**config.mk**
```make
export PLATFORM = sky130hd
export DESIGN_NAME = pio_debounced_irq_flat
export DESIGN_NICKNAME = d
export VERILOG_FILES = /design/src/rtl/pio_debounced_irq_if.sv /design/src/rtl/pio_debounced_irq.sv /design/src/flat_wrapper.sv
export SDC_FILE = /design/constraint.sdc
export NUM_CORES = 1
export LEC_CHECK = 0
export BUFFER_PORTS_ARGS = -buffer_cell sky130_fd_sc_hd__buf_2
export CAP_MARGIN = 15
export CORE_AREA = 2 2 153 155
export CTS_CLUSTER_SIZE = 12
export DETAILED_ROUTE_END_ITERATION = 8
export DIE_AREA = 0 0 155 157
export HOLD_SLACK_MARGIN = 0.06
export PLACE_DENSITY = 0.8
export SKIP_LAST_GASP = 1
export SLEW_MARGIN = 5
export SYNTH_ARGS = -nofsm -noshare
export SYNTH_HDL_FRONTEND = slang
export SYNTH_SLANG_ARGS = --single-unit
```
**constraint.sdc**
```tcl
create_clock -name clk -period 4.9 [get_ports clk]
set_input_delay 0.98 -clock clk [delete_from_list [all_inputs] [get_ports clk]]
set_output_delay 0.98 -clock clk [all_outputs]
set_load 0.02 [all_outputs]
```
**src/rtl/pio_debounced_irq_if.sv**
```systemverilog
// pio_debounced_irq_if
//   Avalon-MM slave bus bundle for the parallel I/O peripheral.
//   master : drives address/chipselect/read/write/writedata, samples readdata
//   slave  : the peripheral side of the same signals
//   address    [2:0]  word address
//   chipselect        slave select
//   read / write      access strobes, qualified by chipselect
//   writedata  [31:0] write data
//   readdata   [31:0] registered read data, valid the cycle after the strobe
interface pio_debounced_irq_if;
    logic [2:0]  address;
    logic        chipselect;
    logic        read;
    logic        write;
    logic [31:0] writedata;
    logic [31:0] readdata;

    modport master (
        output address,
        output chipselect,
        output read,
        output write,
        output writedata,
        input  readdata
    );

    modport slave (
        input  address,
        input  chipselect,
        input  read,
        input  write,
        input  writedata,
        output readdata
    );
endinterface

```
**src/rtl/pio_debounced_irq.sv**
```systemverilog
// pio_debounced_irq
//   Parametrised Avalon-MM parallel I/O block for the HPS lightweight bridge.
//   Input path : SYNC_STAGES synchroniser -> per-bit debounce -> edge detect
//                -> sticky edge capture -> masked, registered level interrupt.
//   Output path: data register with atomic set/clear aliases, drives pio_out.
//   Ports:
//     clk      system clock
//     reset_n  asynchronous active-low reset
//     bus      Avalon-MM slave (address/chipselect/read/write/writedata/readdata)
//     irq      level interrupt, active high, registered
//     pio_in   asynchronous external inputs
//     pio_out  external outputs, straight from the output register
//   Register map (word address):
//     0 DATA_IN  RO   debounced inputs
//     1 DATA_OUT RW   output register
//     2 OUT_SET  WO   out |= wdata  (reads 0)
//     3 OUT_CLR  WO   out &= ~wdata (reads 0)
//     4 IRQ_MASK RW
//     5 EDGE_CAP RW1C
//     6 RISE_EN  RW
//     7 FALL_EN  RW
module pio_debounced_irq #(
    parameter int unsigned          IN_WIDTH        = 10,
    parameter int unsigned          OUT_WIDTH       = 10,
    parameter int unsigned          DEBOUNCE_CYCLES = 50000,
    parameter int unsigned          SYNC_STAGES     = 2,
    parameter logic [OUT_WIDTH-1:0] OUT_RESET       = '0
) (
    input  logic                 clk,
    input  logic                 reset_n,
    pio_debounced_irq_if.slave   bus,
    output logic                 irq,
    input  logic [IN_WIDTH-1:0]  pio_in,
    output logic [OUT_WIDTH-1:0] pio_out
);

    typedef enum logic [2:0] {
        A_DATA_IN  = 3'd0,
        A_DATA_OUT = 3'd1,
        A_OUT_SET  = 3'd2,
        A_OUT_CLR  = 3'd3,
        A_IRQ_MASK = 3'd4,
        A_EDGE_CAP = 3'd5,
        A_RISE_EN  = 3'd6,
        A_FALL_EN  = 3'd7
    } reg_addr_e;

    // ------------------------------------------------------------------
    // Bus decode
    // ------------------------------------------------------------------
    reg_addr_e             addr;
    logic                  wr_en;
    logic                  rd_en;
    logic [IN_WIDTH-1:0]   wdata_in;
    logic [OUT_WIDTH-1:0]  wdata_out;

    assign addr      = reg_addr_e'(bus.address);
    assign wr_en     = bus.chipselect & bus.write;
    assign rd_en     = bus.chipselect & bus.read;
    assign wdata_in  = bus.writedata[IN_WIDTH-1:0];
    assign wdata_out = bus.writedata[OUT_WIDTH-1:0];

    // ------------------------------------------------------------------
    // Synchroniser
    // ------------------------------------------------------------------
    logic [IN_WIDTH-1:0] sync_q [SYNC_STAGES];
    logic [IN_WIDTH-1:0] sync_in;

    always_ff @(posedge clk or negedge reset_n) begin
        if (!reset_n) begin
            for (int unsigned s = 0; s < SYNC_STAGES; s++) begin
                sync_q[s] <= '0;
            end
        end else begin
            sync_q[0] <= pio_in;
            for (int unsigned s = 1; s < SYNC_STAGES; s++) begin
                sync_q[s] <= sync_q[s-1];
            end
        end
    end

    assign sync_in = sync_q[SYNC_STAGES-1];

    // ------------------------------------------------------------------
    // Debounce
    // ------------------------------------------------------------------
    logic [IN_WIDTH-1:0] stable_q;

    if (DEBOUNCE_CYCLES == 0) begin : g_bypass
        always_ff @(posedge clk or negedge reset_n) begin
            if (!reset_n) begin
                stable_q <= '0;
            end else begin
                stable_q <= sync_in;
            end
        end
    end else begin : g_debounce
        localparam int unsigned       CNT_W    = $clog2(DEBOUNCE_CYCLES + 1);
        localparam logic [CNT_W-1:0]  CNT_LAST = CNT_W'(DEBOUNCE_CYCLES - 1);

        logic [CNT_W-1:0] cnt_q [IN_WIDTH];

        // The counter only runs while the synchronised pin disagrees with the
        // accepted value; any return to agreement restarts qualification.
        always_ff @(posedge clk or negedge reset_n) begin
            if (!reset_n) begin
                stable_q <= '0;
                for (int unsigned i = 0; i < IN_WIDTH; i++) begin
                    cnt_q[i] <= '0;
                end
            end else begin
                for (int unsigned i = 0; i < IN_WIDTH; i++) begin
                    if (sync_in[i] == stable_q[i]) begin
                        cnt_q[i] <= '0;
                    end else if (cnt_q[i] == CNT_LAST) begin
                        stable_q[i] <= sync_in[i];
                        cnt_q[i]    <= '0;
                    end else begin
                        cnt_q[i] <= cnt_q[i] + CNT_W'(1);
                    end
                end
            end
        end
    end

    // ------------------------------------------------------------------
    // Edge detect, capture and control registers
    // ------------------------------------------------------------------
    logic [IN_WIDTH-1:0]  stable_d_q;
    logic [IN_WIDTH-1:0]  rise;
    logic [IN_WIDTH-1:0]  fall;

    logic [IN_WIDTH-1:0]  edge_cap_q, edge_cap_d;
    logic [IN_WIDTH-1:0]  mask_q,     mask_d;
    logic [IN_WIDTH-1:0]  rise_en_q,  rise_en_d;
    logic [IN_WIDTH-1:0]  fall_en_q,  fall_en_d;
    logic [OUT_WIDTH-1:0] out_q,      out_d;
    logic [31:0]          rdata_q,    rdata_d;
    logic                 irq_q,      irq_d;

    assign rise = stable_q  & ~stable_d_q & rise_en_q;
    assign fall = ~stable_q &  stable_d_q & fall_en_q;

    always_comb begin
        out_d     = out_q;
        mask_d    = mask_q;
        rise_en_d = rise_en_q;
        fall_en_d = fall_en_q;

        edge_cap_d = edge_cap_q;
        if (wr_en) begin
            unique case (addr)
                A_DATA_OUT: out_d      = wdata_out;
                A_OUT_SET:  out_d      = out_q | wdata_out;
                A_OUT_CLR:  out_d      = out_q & ~wdata_out;
                A_IRQ_MASK: mask_d     = wdata_in;
                A_EDGE_CAP: edge_cap_d = edge_cap_q & ~wdata_in;
                A_RISE_EN:  rise_en_d  = wdata_in;
                A_FALL_EN:  fall_en_d  = wdata_in;
                default: ;
            endcase
        end
        // New events are merged after the W1C so a same-cycle event survives.
        edge_cap_d = edge_cap_d | rise | fall;

        // Interrupt is taken from the registered capture/mask state, so it
        // trails any change to either by one cycle.
        irq_d = |(edge_cap_q & mask_q);
    end

    always_comb begin
        rdata_d = rdata_q;
        if (rd_en) begin
            unique case (addr)
                A_DATA_IN:  rdata_d = 32'(stable_q);
                A_DATA_OUT: rdata_d = 32'(out_q);
                A_OUT_SET:  rdata_d = '0;
                A_OUT_CLR:  rdata_d = '0;
                A_IRQ_MASK: rdata_d = 32'(mask_q);
                A_EDGE_CAP: rdata_d = 32'(edge_cap_q);
                A_RISE_EN:  rdata_d = 32'(rise_en_q);
                A_FALL_EN:  rdata_d = 32'(fall_en_q);
                default:    rdata_d = '0;
            endcase
        end
    end

    always_ff @(posedge clk or negedge reset_n) begin
        if (!reset_n) begin
            stable_d_q <= '0;
            edge_cap_q <= '0;
            mask_q     <= '0;
            rise_en_q  <= '0;
            fall_en_q  <= '0;
            out_q      <= OUT_RESET;
            rdata_q    <= '0;
            irq_q      <= 1'b0;
        end else begin
            stable_d_q <= stable_q;
            edge_cap_q <= edge_cap_d;
            mask_q     <= mask_d;
            rise_en_q  <= rise_en_d;
            fall_en_q  <= fall_en_d;
            out_q      <= out_d;
            rdata_q    <= rdata_d;
            irq_q      <= irq_d;
        end
    end

    assign pio_out      = out_q;
    assign irq          = irq_q;
    assign bus.readdata = rdata_q;

endmodule

```
**src/flat_wrapper.sv**
```systemverilog
// flat-port wrapper written by rule: the top's interface ports become plain ports
module pio_debounced_irq_flat 
#(
    parameter int unsigned          IN_WIDTH        = 10,
    parameter int unsigned          OUT_WIDTH       = 10,
    parameter int unsigned          DEBOUNCE_CYCLES = 50000,
    parameter int unsigned          SYNC_STAGES     = 2,
    parameter logic [OUT_WIDTH-1:0] OUT_RESET       = '0
)
  (clk, reset_n, irq, pio_in, pio_out, bus_address, bus_chipselect, bus_read, bus_write, bus_writedata, bus_readdata);
  pio_debounced_irq_if bus_i ();
  input  logic clk;
  input  logic reset_n;
  output logic irq;
  input  logic [IN_WIDTH-1:0] pio_in;
  output logic [OUT_WIDTH-1:0] pio_out;
  input wire logic [$bits(bus_i.address)-1:0] bus_address;
  input wire logic [$bits(bus_i.chipselect)-1:0] bus_chipselect;
  input wire logic [$bits(bus_i.read)-1:0] bus_read;
  input wire logic [$bits(bus_i.write)-1:0] bus_write;
  input wire logic [$bits(bus_i.writedata)-1:0] bus_writedata;
  output wire logic [$bits(bus_i.readdata)-1:0] bus_readdata;
  assign bus_i.address = bus_address;
  assign bus_i.chipselect = bus_chipselect;
  assign bus_i.read = bus_read;
  assign bus_i.write = bus_write;
  assign bus_i.writedata = bus_writedata;
  assign bus_readdata = bus_i.readdata;
  pio_debounced_irq #(.IN_WIDTH(IN_WIDTH), .OUT_WIDTH(OUT_WIDTH), .DEBOUNCE_CYCLES(DEBOUNCE_CYCLES), .SYNC_STAGES(SYNC_STAGES), .OUT_RESET(OUT_RESET)) u_core (.clk(clk), .reset_n(reset_n), .bus(bus_i), .irq(irq), .pio_in(pio_in), .pio_out(pio_out));
endmodule
```
# --- Yosys cells after proc, flatten, opt, wreduce, memory -nomap -nowiden ---
# Cells that the tools add are included.
totals:
  reg_bits: 283
  latchBits: 0
  ram_bits: 0
  rom_bits: 0
  in_bits: 50
  out_inout_bits: 43
  word_cells: 134
  n_memories: 0
op_classes:
  n_addsub: 10
  multipliers: 0
  div_mod_pow: 0
  n_lt_le_gt_ge: 0
  n_eq_ne: 27
  shifts: 0
  n_mux: 24
  bitwise_logic: 25
  n_reduce_logical: 18
op_table:
  columns: ["op", "n"]
  rows:
  - ["$mux W16", 20]
  - ["$pmux W32 S7", 1]
  - ["$add A16 B1 Y16 const B", 10]
  - ["$eq A16 B16 Y1 const B", 10]
  - ["$and A10 B10 Y10", 7]
  - ["$not A10 Y10", 3]
  - ["$or A10 B10 Y10", 3]
  - ["$pmux W10 S3", 1]
  - ["$reduce_and A2 Y1", 14]
  - ["$mux W10", 2]
  - ["$eq A3 B3 Y1 const B", 4]
  - ["$eq A1 B1 Y1", 10]
  - ["$not A1 Y1", 10]
  - ["$reduce_or A10 Y1", 1]
  - ["$eq A3 B2 Y1 const B", 2]
  - ["$eq A3 B1 Y1 const B", 1]
  - ["$logic_not A3 Y1", 1]
  - ["$reduce_bool A3 Y1", 1]
  - ["$and A1 B1 Y1", 2]
  - ["$reduce_or A2 Y1", 1]

# --- Depth between registers and ports, before layout ---
logic_depth:
  ltp_word: 6
  ltp_mapped: 7
  mapped_depth_nobuf: 5

# --- Worst setup path before layout ---
# No wires, ideal clock.
synth_path:
  path_type: "input -> register"
  startpoint: "input port bus_address[1]"
  endpoint: "register u_core.fall_en_q[0]"
  setup_ps: 125
  t_arrival_ps: 2229
  slack_ps: 2546
  stages: 5
  cell_sequence: "buf_4 inv_1 buf_2 nor3_2 mux2_2"
synth_between:
  elab_chain_cells: 2
synth_rtl:
  columns: ["item", "line_no", "rtl"]
  rows:
  - ["start: declaration", "flat_wrapper.sv:17", "input wire logic [$bits(bus_i.address)-1:0] bus_address;"]
  - ["$eq A3 B3 Y1", "pio_debounced_irq.sv:152", "unique case (addr)"]
  - ["$reduce_and A2 Y1 (no source line)", null, null]
  - ["end signal: assignment", "pio_debounced_irq.sv:203", "fall_en_q <= fall_en_d;"]
  - ["end: declaration", "pio_debounced_irq.sv:136", "logic [IN_WIDTH-1:0] fall_en_q, fall_en_d;"]
# Every way passes these cells.
# A chain may end at the register's enable or synchronous reset.

# --- Worst setup path in the final report ---
layout_path:
  startpoint: "input port bus_address[1]"
  endpoint: "register u_core.fall_en_q[9]"
# The elaborated chain is that of the path after synthesis.

==> out/metrics.yaml <==
status: "finished, final reports clean"
start_util_pct: 54.5
min_period_over_period_pct: 56.3
hold_path_end: "u_core.sync_in[5]"
grt_max_degree: 125
holdWs_ns: 0.346
dpl.hpwl_um: 16400
ctsResizeCount: 0
arrival_ns: 3.17
holdPathStages: 0
hold_class: "reg2reg"
cts_hold_buffers: 0
die_y_um: 157
peakVddDrop_uv: 280
critPathMaxFanout: 29
viasPerCell: 5.70
wire_per_inst_um: 16.1
critPathLaunch: "bus_address[1]"
fmax_mhz: 363
relSlewSlack_pct: 26.8
drcViolationCount: 0
fin_setup_tns_ns: 0
yosysSeqAreaShare_pct: 53.2
r2r-end: "u_core.g_debounce.cnt_q[34]"
hold_violations: 0
syn_to_final_growth_pct: 10.1
setup.worst_path.end_class: "register"
clock_sinks: 261
overflow: 0
final.min_clock_period_ns: 2.76
nNetsFinal: 1283
antenna_found_initial: 5
hp-start: "u_core.sync_q[15]"
htree_levels: 1
synthArstFlopShare_pct: 100
ys_ff_latch: 261
r2r-start: "u_core.g_debounce.cnt_q[44]"
final.fill_count: 1785
clock_latency_ns: 0.53
worstMarginPinSlew_ns: 1.09
cellPowerDensity_mw_per_mm2: 351
root_buffer: "clkbuf_16"
layout_common_cells: "dfrtp_1, nor2_1, xnor2_1, nand2_1, nand3_1"
worstRegToRegCells: 4
drt-total-wl_um: 24600
drt_iter0_drc: 609
start_kind: "input port"
via_count: 8702
ios: 93
die_x_um: 155
rows: 55
path_cells: "buf_2 > inv_1 > nor3_2 > mux2_2"
yosys_warnings: 0
grt_util_all_layers_pct: 20.6
core_mm2: 0.0225
portBuffers: 48
cts.path.max_buffers: 3
finClkSkew_ns: 0.00613
synthCells: 1173
drive_above_1_share_pct: 11.8
required_ns: 5.31
rsz0062_at_grt: "false"
dr.pass1.iters: 7
mostFrequentLayoutCell: "dfrtp_1"
place_inst: 1479
setup_viol: 0
grt_pass1_wl_um: 41600
cts_made_buffers: 27
drv_slew: 0
die-area_mm2: 0.0243
final_cells: 1527
syn_area_mm2: 0.0123
tritoncts: "done"
gp_congestion: 0.858
slowest_stage: "nor3_2"
crit_path_max_incr_delay_ns: 1.04
postCtsSetupBuffers: 0
leakage_uw: 0.00565
grt_pass1_vias: 8537
antenna_left: 0
regToRegSetupSlack_ns: 2.82
synth.avg_cell_area_um2: 10.5
synth_edf_count: 0
drv_cap: 0
crit_type: "in2reg"
dominantRegCellSynth: "dfrtp_1"
ys_types: 45
path_clk_slew_ns: 0.06
==> layer usage <==
metal,part of all wire (%),global-route usage (%),up-vias
li1,-,-,4163
met1,43,27.4,4274
met2,48,34.1,219
met3,5.7,4.05,46
met5,0,0,-
met4,2.8,7.41,0
==> metrics by stage <==
stage	setup WS [ns]	power [uW]	area (um^2)	utilization (%)
6_report	2.14	4740	13500	60.1
4_1_cts	2.20	4780	13500	60.0
5_1_grt	2.11	4930	13500	60.0
3_5_place_dp	1.66	2880	12700	56.4
3_3_place_gp	1.76	2860	12700	56.4
2_1_floorplan	2.55	2710	12400	-
==> synth_stat cells, types with 2 or more instances <==
library cell	instances	area (um^2)
nor4bb_1	3	30.0
mux2i_1	2	20.0
a21oi_1	17	85.1
a221oi_1	19	166
o211ai_1	10	75.1
or3_1	7	43.8
nor3_2	2	20.0
nor3_1	37	185
dfrtp_1	261	6530
nand3_1	54	270
xnor2_1	111	972
mux2_2	46	518
o41ai_4	8	220
o21ai_0	32	160
buf_4	24	180
nand2_1	81	304
nand3b_1	14	105
ha_1	10	125
o31ai_1	11	82.6
a22oi_1	3	22.5
xor2_1	35	307
and3_1	8	50.1
clkbuf_1	14	52.6
and4_1	2	17.5
nor2b_1	2	12.5
nor2_1	184	691
nand4_1	42	263
buf_2	12	60.1
or4_1	3	22.5
nor4b_1	3	26.3
o2bb2ai_1	2	17.5
a22o_1	7	61.3
inv_1	45	169
nor4_1	51	319
==> worst max-delay path by stage <==
stage	to	slack (ns)	cells after the start
after CTS	u_core.fall_en_q[9]	2.20	4
after floorplan	u_core.fall_en_q[0]	2.55	5
after global routing	u_core.fall_en_q[1]	2.11	4
final	u_core.fall_en_q[9]	2.14	4
after global placement	u_core.fall_en_q[8]	1.76	4
after detailed placement	u_core.fall_en_q[1]	1.66	4
==> power by group <==
group	internal (uW)	total [uW]	leakage (uW)	switching, uW
clock	1110	1900	0.000394	781
combinational	168	428	0.00179	261
sequential	2290	2420	0.00347	122
==> sequential cells by signal, indices dropped and copies added (netlist names) <==
name and cells:
u_core.g_debounce.cnt_q 160, u_core.bus.readdata 10, u_core.edge_cap_q 10, u_core.fall_en_q 10, u_core.mask_q 10, u_core.pio_out 10, u_core.rise_en_q 10, u_core.stable_d_q 10
u_core.stable_q 10, u_core.sync_in 10, u_core.sync_q 10, u_core.irq 1
==> kinds of logic (layout without fill, tap and decap cells) <==
family	count (synthesis)	after routing	share of synthesized area [%]
buffers and inverters	96	139	3.79
other	1	27	0.0306
AND/OR/NAND/NOR	499	499	19.7
AO/OA/AOI/OAI	112	112	7.47
flip-flops	261	261	53.2
XOR/XNOR	146	146	10.4
multiplexers	48	48	4.38
adder cells (fa/ha/maj)	10	10	1.02
==> layout make-up <==
cell class,count,area [um^2],area share [%]
diodes,5,12.5,0.0926
clock inverters,3,40.0,0.296
inverters,45,169,1.25
clock buffers,40,764,5.66
well taps,285,357,2.64
flip-flops and latches,261,6530,48.3
multi-input cells,837,5360,39.6
repair buffers,51,285,2.11
==> worst max-delay path, delay by kind of cell <==
family / cells / cell delay (ns)
buffers and inverters: 2 / 0.69
multiplexers: 1 / 0.43
AND/OR/NAND/NOR: 1 / 1.04
No activity file was read; power rests on OpenSTA's default activity.
